### config.mk
export PLATFORM = sky130hd
export DESIGN_NAME = fft_unload_flat
export DESIGN_NICKNAME = d
export VERILOG_FILES = /design/src/rtl/fft_unload_if.sv /design/src/rtl/fft_unload.sv /design/src/flat_wrapper.sv
export SDC_FILE = /design/constraint.sdc
export NUM_CORES = 1
export LEC_CHECK = 0
export CAP_MARGIN = 25
export CORE_ASPECT_RATIO = 1.25
export CORE_UTILIZATION = 47
export CTS_BUF_LIST = sky130_fd_sc_hd__clkbuf_8
export DETAILED_ROUTE_END_ITERATION = 8
export HOLD_SLACK_MARGIN = 0.15
export PLACE_DENSITY = 0.83
export SLEW_MARGIN = 20
export SYNTH_ARGS = -nofsm -noshare
export SYNTH_HDL_FRONTEND = slang
export SYNTH_SLANG_ARGS = --single-unit
### constraint.sdc
create_clock -name clk -period 2.2 [get_ports clk]
set_input_delay 0.44 -clock clk [delete_from_list [all_inputs] [get_ports clk]]
set_output_delay 0.44 -clock clk [all_outputs]
set_load 0.02 [all_outputs]
### src/rtl/fft_unload_if.sv
// Output stream of fft_unload: one bin per beat on a valid/ready handshake.
interface fft_unload_if #(
    parameter int width = 16,
    parameter int N_2   = 5
);
    logic [2*width-1:0] out_data;
    logic [N_2-1:0]     out_idx;
    logic               out_valid;
    logic               out_ready;
    logic               out_last;

    modport master (
        output out_data,
        output out_idx,
        output out_valid,
        output out_last,
        input  out_ready
    );

    modport slave (
        input  out_data,
        input  out_idx,
        input  out_valid,
        input  out_last,
        output out_ready
    );
endinterface

### src/rtl/fft_unload.sv
// Walks result RAM bins 0..NOUT-1 in natural order and streams them out,
// either as raw {re, im} or as unsigned magnitude-squared.
module fft_unload #(
    parameter int width = 16,
    parameter int N_2   = 5,
    parameter bit HALF  = 1'b1,
    parameter bit MAG   = 1'b0
) (
    input  logic               clk,
    input  logic               reset,
    input  logic               start,
    output logic [N_2-1:0]     adr,
    input  logic [2*width-1:0] rd,
    fft_unload_if.master       out,
    output logic               busy,
    output logic               done
);

    localparam int unsigned    NOUT   = HALF ? 2**(N_2-1) : 2**N_2;
    localparam logic [N_2:0]   NOUT_C = (N_2+1)'(NOUT);
    localparam logic [N_2-1:0] LAST_A = N_2'(NOUT - 1);

    typedef enum logic [1:0] {
        IDLE,
        RUN,
        FIN
    } state_t;

    state_t r_state;
    state_t w_next;

    logic [N_2:0]       r_cnt;
    logic [N_2-1:0]     r_adr;
    logic [2*width-1:0] r_data;
    logic [N_2-1:0]     r_idx;
    logic               r_valid;
    logic               r_last;

    logic                      w_free;
    logic                      w_fetch;
    logic                      w_accept_last;
    logic signed [width-1:0]   w_re;
    logic signed [width-1:0]   w_im;
    logic signed [2*width-1:0] w_re_x;
    logic signed [2*width-1:0] w_im_x;
    logic signed [2*width-1:0] w_re_sq;
    logic signed [2*width-1:0] w_im_sq;
    logic [2*width-1:0]        w_mag;
    logic [2*width-1:0]        w_cap;

    // Squares of width-bit signed values fit in 2*width signed bits; the sum
    // may reach 2**(2*width-1), which is only representable read as unsigned.
    assign w_re    = rd[2*width-1:width];
    assign w_im    = rd[width-1:0];
    assign w_re_x  = {{width{w_re[width-1]}}, w_re};
    assign w_im_x  = {{width{w_im[width-1]}}, w_im};
    assign w_re_sq = w_re_x * w_re_x;
    assign w_im_sq = w_im_x * w_im_x;
    assign w_mag   = $unsigned(w_re_sq) + $unsigned(w_im_sq);
    assign w_cap   = MAG ? w_mag : rd;

    assign w_free        = ~r_valid | out.out_ready;
    assign w_fetch       = (r_state == RUN) & w_free & (r_cnt < NOUT_C);
    assign w_accept_last = (r_state == RUN) & r_valid & out.out_ready & r_last;

    always_ff @(posedge clk) begin
        if (reset) begin
            r_state <= IDLE;
        end else begin
            r_state <= w_next;
        end
    end

    always_comb begin
        w_next = r_state;
        case (r_state)
            IDLE:    if (start) w_next = RUN;
            RUN:     if (w_accept_last) w_next = FIN;
            FIN:     w_next = IDLE;
            default: w_next = IDLE;
        endcase
    end

    always_ff @(posedge clk) begin
        if (reset) begin
            r_cnt   <= '0;
            r_adr   <= '0;
            r_data  <= '0;
            r_idx   <= '0;
            r_valid <= 1'b0;
            r_last  <= 1'b0;
        end else begin
            case (r_state)
                IDLE: begin
                    if (start) begin
                        r_adr <= '0;
                        r_cnt <= '0;
                    end
                end
                RUN: begin
                    if (w_fetch) begin
                        r_data  <= w_cap;
                        r_idx   <= r_adr;
                        r_valid <= 1'b1;
                        r_last  <= (r_adr == LAST_A);
                        r_cnt   <= r_cnt + 1'b1;
                        // Address saturates on the final bin so it never leaves 0..NOUT-1.
                        if (r_adr != LAST_A) r_adr <= r_adr + 1'b1;
                    end else if (w_free) begin
                        r_valid <= 1'b0;
                    end
                end
                default: r_valid <= 1'b0;
            endcase
        end
    end

    assign adr           = r_adr;
    assign out.out_data  = r_data;
    assign out.out_idx   = r_idx;
    assign out.out_valid = r_valid;
    assign out.out_last  = r_last;
    assign busy          = (r_state == RUN);
    assign done          = (r_state == FIN);

endmodule

### src/flat_wrapper.sv
// flat-port wrapper written by rule: the top's interface ports become plain ports
module fft_unload_flat 
#(
    parameter int width = 16,
    parameter int N_2   = 5,
    parameter bit HALF  = 1'b1,
    parameter bit MAG   = 1'b0
)
  (clk, reset, start, adr, rd, busy, done, out_out_data, out_out_idx, out_out_valid, out_out_last, out_out_ready);
  fft_unload_if #(.width(width), .N_2(N_2)) out_i ();
  input  logic clk;
  input  logic reset;
  input  logic start;
  output logic [N_2-1:0] adr;
  input  logic [2*width-1:0] rd;
  output logic busy;
  output logic done;
  output wire logic [$bits(out_i.out_data)-1:0] out_out_data;
  output wire logic [$bits(out_i.out_idx)-1:0] out_out_idx;
  output wire logic [$bits(out_i.out_valid)-1:0] out_out_valid;
  output wire logic [$bits(out_i.out_last)-1:0] out_out_last;
  input wire logic [$bits(out_i.out_ready)-1:0] out_out_ready;
  assign out_out_data = out_i.out_data;
  assign out_out_idx = out_i.out_idx;
  assign out_out_valid = out_i.out_valid;
  assign out_out_last = out_i.out_last;
  assign out_i.out_ready = out_out_ready;
  fft_unload #(.width(width), .N_2(N_2), .HALF(HALF), .MAG(MAG)) u_core (.clk(clk), .reset(reset), .start(start), .adr(adr), .rd(rd), .out(out_i), .busy(busy), .done(done));
endmodule
==> results of run 1 <==
-- cells by family after synthesis --
family,count (synthesis),synth area share
compound gates,90,0.244
fa+ha+maj,3,0.0160
buf+inv,37,0.0601
flops,52,0.443
mux,5,0.0218
simple gates,79,0.216
-- Yosys cell counts, drive strengths merged --
cell	instances	area share
nand2	2	0.0032
o311ai	5	0.019
ha	3	0.016
nand3b	4	0.013
a21oi	41	0.087
mux2	1	0.0048
and3	1	0.0027
dfxtp	52	0.44
buf	6	0.011
o31ai	39	0.12
nand2b	4	0.011
and4b	2	0.0085
a31oi	5	0.013
nor3	2	0.0043
or3b	3	0.011
clkbuf	29	0.046
inv	1	0.0016
nor2b	3	0.0080
nor2	3	0.0048
or4	2	0.0064
nor3b	5	0.018
clkinv	1	0.0016
or2	1	0.0027
mux2i	4	0.017
nand4	42	0.11
nand3	5	0.011
-- power by group through the flow --
stage               clock network, mW  logic (mW)  registers (mW)
floorplan                           0       0.141            1.07
global placement                    0       0.370            1.03
detailed placement                  0       0.376            1.03
CTS                             0.541       0.378            1.01
global route                    0.566       0.406            1.01
finish                          0.527       0.378            1.01
-- layout make-up --
type                            instances  area (um^2)  area share
Inverter                                2         7.51     0.00225
Clock inverter                          2         12.5     0.00374
Timing Repair Buffer                   99          956       0.286
Sequential cell                        52         1040       0.311
Clock buffer                            5         68.8      0.0206
Multi-Input combinational cell        177         1180       0.354
Tap cell                               60         75.1      0.0225
-- stage by stage --
step | cell area [um^2] | cells | worst slack (ns) | total power, mW
after floorplan | 2350 | 266 | 0.311 | 1.21
after global placement | 3260 | 390 | 0.270 | 1.40
after detailed placement | 3260 | 390 | 0.182 | 1.41
after CTS | 3340 | 397 | 0.00667 | 1.93
after global routing | 3340 | 397 | 0.0504 | 1.99
final | 3340 | 397 | 0.123 | 1.91
-- worst paths after layout --
path | from | to | slack, ns
setup / recovery | u_core.adr[0]$_SDFFE_PP0P_ | u_core.adr[2]$_SDFFE_PP0P_ | 0.12
hold / removal | u_core.out.out_data[27]$_SDFFE_PP0P_ | u_core.out.out_data[27]$_SDFFE_PP0P_ | 0.47
setup reg to reg | u_core.adr[0]$_SDFFE_PP0P_ | u_core.adr[2]$_SDFFE_PP0P_ | 0.12
hold reg to reg | u_core.out.out_data[27]$_SDFFE_PP0P_ | u_core.out.out_data[27]$_SDFFE_PP0P_ | 0.47
-- routing by layer --
metal,track usage,vias up,share of wire
met4,0.0696,0,0.0085
met2,0.437,112,0.50
li1,-,1174,-
met1,0.306,1184,0.43
met5,0,-,0
met3,0.0506,8,0.056
-- timing repair --
item,4_1_cts,5_1_grt
endpoints found under the setup margin,0,1
hold buffers,0,0
resized for setup,0,1
-- flip-flops by register name, indices dropped and copies added, names as in the netlist --
signal and flops:
u_core.out.out_idx 5, u_core.out.out_last 1, u_core.r_state 2, u_core.out.out_data 32, u_core.adr 5, u_core.r_cnt 6
u_core.out.out_valid 1
-- critical path, cell delays in order, from the launching register on --
cell and delay [ns]:
sky130_fd_sc_hd__dfxtp_1 0.39, sky130_fd_sc_hd__ha_1 0.24, sky130_fd_sc_hd__and3_1 0.18, sky130_fd_sc_hd__ha_1 0.20, sky130_fd_sc_hd__or2_2 0.33, sky130_fd_sc_hd__o311ai_0 0.44, sky130_fd_sc_hd__a31oi_1 0.16
-- cells in the final DEF (no fill, tap or decap), types with 3 or more instances in the layout --
master,Yosys,layout
sky130_fd_sc_hd__a21oi_1,41,41
sky130_fd_sc_hd__a31oi_1,5,5
sky130_fd_sc_hd__buf_4,0,17
sky130_fd_sc_hd__clkbuf_8,0,5
sky130_fd_sc_hd__clkdlybuf4s50_1,0,79
sky130_fd_sc_hd__dfxtp_1,52,52
sky130_fd_sc_hd__ha_1,3,3
sky130_fd_sc_hd__mux2i_1,4,4
sky130_fd_sc_hd__nand2b_1,4,4
sky130_fd_sc_hd__nand3_1,5,5
sky130_fd_sc_hd__nand3b_1,4,4
sky130_fd_sc_hd__nand4_1,42,42
sky130_fd_sc_hd__nor2_1,3,3
sky130_fd_sc_hd__nor3b_1,4,4
sky130_fd_sc_hd__o311ai_0,5,5
sky130_fd_sc_hd__o31ai_1,39,39
==> results.md, run 1 <==
Run status:
- The run finished with clean final reports.

Clock tree:
- Post-CTS timing repair inserted 0 buffers for setup.
- After clock tree synthesis, the clock-pin slew on the worst setup and hold paths is 0.10 ns.
- The buffer type at the clock tree root is sky130_fd_sc_hd__clkbuf_8.
- The clock reaches the later pin of the worst-skew pair after 0.31 ns.
- The number of H-tree branching levels is 2.
- The number of CTS-inserted buffers is 5.
- The buffer levels on the longest clock path is 2.
- TritonCTS built the clock tree.
- The number of sinks handled by clock tree synthesis is 52.

GRT:
- Entering global routing, the biggest net connects 46 pins.
- The number of antenna violations at the first check in global routing is 0.
- For this run, the total global-route usage over all layers was measured as 0.249.
- The leftover overflow at the end of global routing is 0.
- The first global-routing pass estimated ~10,000 um of wire.
- The via count of the first global-routing pass was between 2,000 and 2,500.

Setup path:
- Data on the critical path arrives at its endpoint at 2.25 ns.
- The category of the critical setup timing path is flip-flop to flip-flop.
- Measured in cells, the most critical reg-to-reg path has a length of 6.
- The worst setup path is captured at a flip-flop.
- The worst setup path is launched from a flip-flop.
- For the worst setup path, the data required time is 2.37 ns.
- Along the worst path, the maximum fanout reaches 7.

Place:
- Port buffering added 81 buffers.
- The routability congestion estimate is just under 0.8.
- The HPWL after detailed placement is 4390 um.

Route:
- The first detailed-routing pass ran for 4 iterations.
- The average wire per cell in the routed design is 16.5 um.
- In this run the remaining antenna-violating nets after routing total 0.
- The final layout contains routed wiring with a total length of 6570 um.
- For this run, design rule violations remaining after detail routing come to 0.
- Using the TritonRoute via totals, the vias-per-cell ratio works out to 6.24.
- Across all layers, the routed design uses 2,478 vias.
- After the first detailed-routing iteration, the DRC count stood at 213.

Run:
- The reported max-cap violation count is 0.

STA:
- The max-slew violation count is 0.
- The time the worst path needs with I/O delays and setup is 2.08 ns.
- The final hold slack is 0.473 ns.
- For the pin with the worst max-slew slack, the measured transition is 0.553 ns.
- Setup repair after global routing left no endpoint under its margin.
- The number of endpoints failing setup at the final stage is 0.
- The final count of hold timing violations is 0.
- Measured against its own limit, the worst slew margin works out to 0.632.
- Of the available clock period, the critical path in the final layout requires 0.944.
- Timing would allow up to 482 MHz.
- The largest clock skew in the final design is 0.00963 ns.
- Summed over all failing endpoints, the final setup total negative slack is 0 ns.

Floorplan:
- For this configuration, the core starts out at a cell density of 0.493.
- The die covers approximately 5300 um^2.
- The chip width is 65.3 um.
- The row count is 28.
- The placeable core region is approximately 4800 um^2.
- The floorplan step set the die height to 81.1 um.
- During I/O placement, the number of pins put on the boundary was 82.

Pwr:
- The share of total power dissipated in the clock network is 0.275.
- Across the VDD grid, the largest voltage drop is 0.381 mV.
- Power spread over the standard cell area amounts to 573 nW/um^2.
- Internal power comes to 1.39 mW.
- In this run the static leakage power is 1.20 nW.
- The share of total power dissipated in sequential elements is 0.527.
- The share of total power dissipated in combinational logic is 0.198.
- Of the total power, the share spent switching nets is 0.276.
- For this design the total switching power over the nets is 0.528 mW.

Finish:
- The utilization after layout is 0.702.
- The area growth from synthesis to final layout is 42.2%.
- The repair_antennas step left the layout with diodes totalling 0.
- In the final design database the tool counted 376 nets.
- After filler insertion, the fill cell instance count of the layout stands at 418.
- In the final layout, the share of cells above drive strength 1 is 0.0950.

Synthesis:
- In this run, distinct cell masters in the synthesized netlist total 29.
- The share of the Yosys chip area taken by registers is 0.443.
- The net count after synthesis is 305.
- After technology mapping, the gate count stands at 266.
- The average cell area after synthesis is 8.84 um^2.
- The synthesized netlist occupies a cell area of around 2400 um^2.
- For this run, the number of Yosys warnings is 0.
- The total of flip-flops plus latches after synthesis is 52.

Min path:
- The number of cells on the worst hold path is 2.
- The worst min-delay path category is flip-flop to flip-flop.
(Power assumes the default switching activity.)
==> run 2, diff against run 1 <==
--- a/config.mk
+++ b/config.mk
@@ -7,11 +7,12 @@
 export LEC_CHECK = 0
 export CAP_MARGIN = 25
 export CORE_ASPECT_RATIO = 1.25
+export CORE_MARGIN = 5
 export CORE_UTILIZATION = 47
 export CTS_BUF_LIST = sky130_fd_sc_hd__clkbuf_8
 export DETAILED_ROUTE_END_ITERATION = 8
 export HOLD_SLACK_MARGIN = 0.15
-export PLACE_DENSITY = 0.83
+export PLACE_DENSITY = 0.81
 export SLEW_MARGIN = 20
 export SYNTH_ARGS = -nofsm -noshare
 export SYNTH_HDL_FRONTEND = slang
==> constraint.sdc (replaced) <==
create_clock -name clk -period 2.2 [get_ports clk]
set_input_delay 0.22 -clock clk [delete_from_list [all_inputs] [get_ports clk]]
set_output_delay 0.22 -clock clk [all_outputs]
set_load 0.02 [all_outputs]
==> run 2 against run 1 <==
Clock-buffer cell count unchanged. Via count decreased by 2.6%. Critical endpoint is now busy. Sequential power about the same. Clock skew decreased by 0.0042 ns. Power increased by 6.5%. Global-route usage decreased by 4.6 points. Highest routed layer unchanged. Die area increased by 23%. Combinational power decreased by 1%. Register-to-register slack improved by 0.16 ns. Worst hold slack got worse by 0.090 ns. Routed wire length increased by 1.5%. Core utilization decreased by 0.51 points. Largest cell class unchanged.
==> results.md, run 2 (same netlist as run 1, synthesis figures left out) <==
Setup path:
- The critical path's top delay family is buffers and inverters.
- Data on the critical path is required at its endpoint by around 2 ns.
- At the worst endpoint, the arrival time is 1.76 ns.
- The largest fanout of any net on the critical path is 11.
- The critical path contains buffers and inverters numbering 2 combined.
- STA classifies the critical path endpoint as an output port.
- The worst register-to-register path has a setup slack of 0.28 ns.
- The signal on the critical path passes through buf_4, nor2b_1, clkdlybuf4s50_1.
- The critical-path cell with the highest stage delay is sky130_fd_sc_hd__clkdlybuf4s50_1.
- STA classifies the critical path startpoint as a flip-flop.
- The critical path in this run is classified as flip-flop to output port.
- The largest stage delay on the critical path is 0.66 ns.

Floorplan:
- The die footprint is between 6000 and 7000 um^2.
- The placeable core region is 4800 um^2.
- The initial utilization of the core area, before any placement, comes to 0.490.
- In this run the core area contains 28 standard-cell rows.
- The floorplan step set the die width to 73.3 um.
- Measured along the y axis, the die boundary spans about 89 um.
- Pin placement for this block handled between 80 and 90 I/O pins.

Run status:
- The flow ran to the end, and the final reports show no timing, DRC or antenna violations.

Route:
- The number of search-and-repair iterations in the first detailed-routing pass is 4.
- The count of vias placed by the detailed router is 2,413.
- After detailed routing, the average wire length per cell comes to 16.8 um.
- The antenna violation net count after detailed routing is 0.
- In the routed layout, each cell is associated on average with a via count of between 6 and 7.
- The number of remaining DRC errors is 0.
- For this block, the initial DRC count from the detailed router was 174.
- After detailed routing, the total wire length is approximately 6700 um.

STA:
- Setup repair after global routing left no endpoint under its margin.
- The final count of hold timing violations is 0.
- After layout, the minimum clock period comes to 1.98 ns.
- Of the available clock period, the critical path in the final layout requires 0.900.
- The max-slew violation count is 0.
- For the pin with the worst max-slew slack, the measured transition is between 0.6 and 0.7 ns.
- The worst relative slew slack is 0.568.
- After layout, the worst setup slack is 0.220 ns.
- Hold is met by 0.383 ns.
- The clock arrives with about 0.0055 ns of skew.
- Summed over all failing endpoints, the final setup total negative slack is 0 ns.
- Setup violations remaining at the end of the flow were counted as 0.
- The maximum operating frequency is 505 MHz.

Clock tree:
- At the later pin of the worst-skew pair, clock insertion delay measures 0.31 ns.
- Post-CTS timing repair inserted 0 buffers for setup.
- TritonCTS created 5 clock buffers.
- The H-tree was split into 2 levels.
- The clock passes through at most 2 buffers.
- The number of gates resized after cts is 0.
- Buffers inserted to repair hold after CTS numbered 0.
- Clock-pin slew was measured on the worst setup and hold paths at 0.09 ns.
- TritonCTS built the clock tree.
- The number of sinks handled by clock tree synthesis is 52.
- CTS placed an instance of sky130_fd_sc_hd__clkbuf_8 at the clock tree root.

Finish:
- Leaving out fill and tap cells, the most frequent cell in the layout is sky130_fd_sc_hd__clkdlybuf4s50_1.
- The area growth from synthesis to final layout is 42.2%.
- Once layout is complete, the cells apart from fillers number 396.
- The share of layout cells above drive strength 1 is 0.0923.
- The sequential cell area is 1040 um^2.
- Fill cells in the final layout number 407.
- The register with the most flip-flops in the layout has 32 of them.
- The final layout contains approximately 370 nets.
- 0 antenna diodes ended up in the layout.
- In the layout the commonest cells are sky130_fd_sc_hd__clkdlybuf4s50_1 (80), sky130_fd_sc_hd__dfxtp_1 (52), sky130_fd_sc_hd__nand4_1 (42), sky130_fd_sc_hd__a21oi_1 (41), sky130_fd_sc_hd__o31ai_1 (39).
- Summing all multi-input logic gate instances after layout gives 1180 um^2.

Place:
- The number of input and output port buffers inserted is 81.
- The worst setup slack before clock tree synthesis is 0.295 ns.
- Once placement completed, the tool counted placed cells totaling between 300 and 400.
- The routability congestion estimate is ~0.86.
- The HPWL reported at the end of detailed placement is 4540 um.

Pwr:
- The share of total power dissipated in sequential elements is 0.494.
- The combinational power share is 0.183.
- The post-route total power is 2.04 mW.
- Of the total power, the share spent switching nets is 0.263.
- In this run the power density over the cells is between 600 and 700 nW/um^2.
- The leakage power figure is between 1 and 1.5 nW.
- The clock network fraction of total power is 0.323.
- The worst ir drop on vdd is 0.344 mV.
- Internal power comes to 1.50 mW.
- The net switching component of the power is ~0.54 mW.

GRT:
- The first global-routing pass estimated 10,600 um of wire.
- The number of antenna violations at the first check in global routing is 0.
- The leftover overflow at the end of global routing is 0.
- Across every metal layer, demand over resource in global routing totals 0.204.
- The via count of the first global-routing pass is about 2,200.
- Entering global routing, the biggest net connects 42 pins.

Min path:
- The worst min-delay path category is input port to flip-flop.

Run:
- Across the run, the number of max-cap violations was 0.
-- run 2: cell count changes in the layout (fill, tap and decap cells not counted), sizes merged --
cell and delta:
buf -2, dlymetal6s2s -1, bufinv +1, clkdlybuf4s50 +1
-- run 2: path summary, 6_finish.rpt --
check / cells after the start / from / to
worst max-delay path: 3 / u_core.r_state[0]$_SDFFE_PP0P_ / busy
worst min-delay path: 2 / reset / u_core.out.out_idx[4]$_SDFFE_PP0P_
worst max register to register: 6 / u_core.adr[0]$_SDFFE_PP0P_ / u_core.adr[0]$_SDFFE_PP0P_
worst min register to register: 2 / u_core.out.out_data[6]$_SDFFE_PP0P_ / u_core.out.out_data[6]$_SDFFE_PP0P_
-- run 2: metal layers --
layer  GRT usage  share of wire  vias up  routed length, um
met2       0.334           0.49       81               3270
met1       0.252           0.42     1160               2790
met5           0              0        -                  0
met4      0.0654         0.0084        0                 56
li1            -              -     1167                  -
met3      0.0652          0.082        5                545
-- run 2: final cells by class --
type | instances | share of cell area
timing repair buffer | 97 | 0.277
clock buffer | 5 | 0.0206
tap | 60 | 0.0225
multi-input combinational | 177 | 0.354
inverter | 2 | 0.00225
sequential | 52 | 0.311
clock inverter | 3 | 0.0127
-- run 2: power by group through the flow --
stage	Combinational, mW	Sequential, mW	Clock, mW
6_report	0.373	1.01	0.658
5_1_grt	0.402	1.01	0.712
4_1_cts	0.375	1.01	0.667
3_5_place_dp	0.373	1.03	0
3_3_place_gp	0.369	1.03	0
2_1_floorplan	0.141	1.07	0
-- run 2: metrics by stage --
stage	area, um^2	util
global route	3340	0.697
floorplan	2350	-
global placement	3230	0.673
detailed placement	3230	0.673
CTS	3340	0.697
finish	3340	0.697
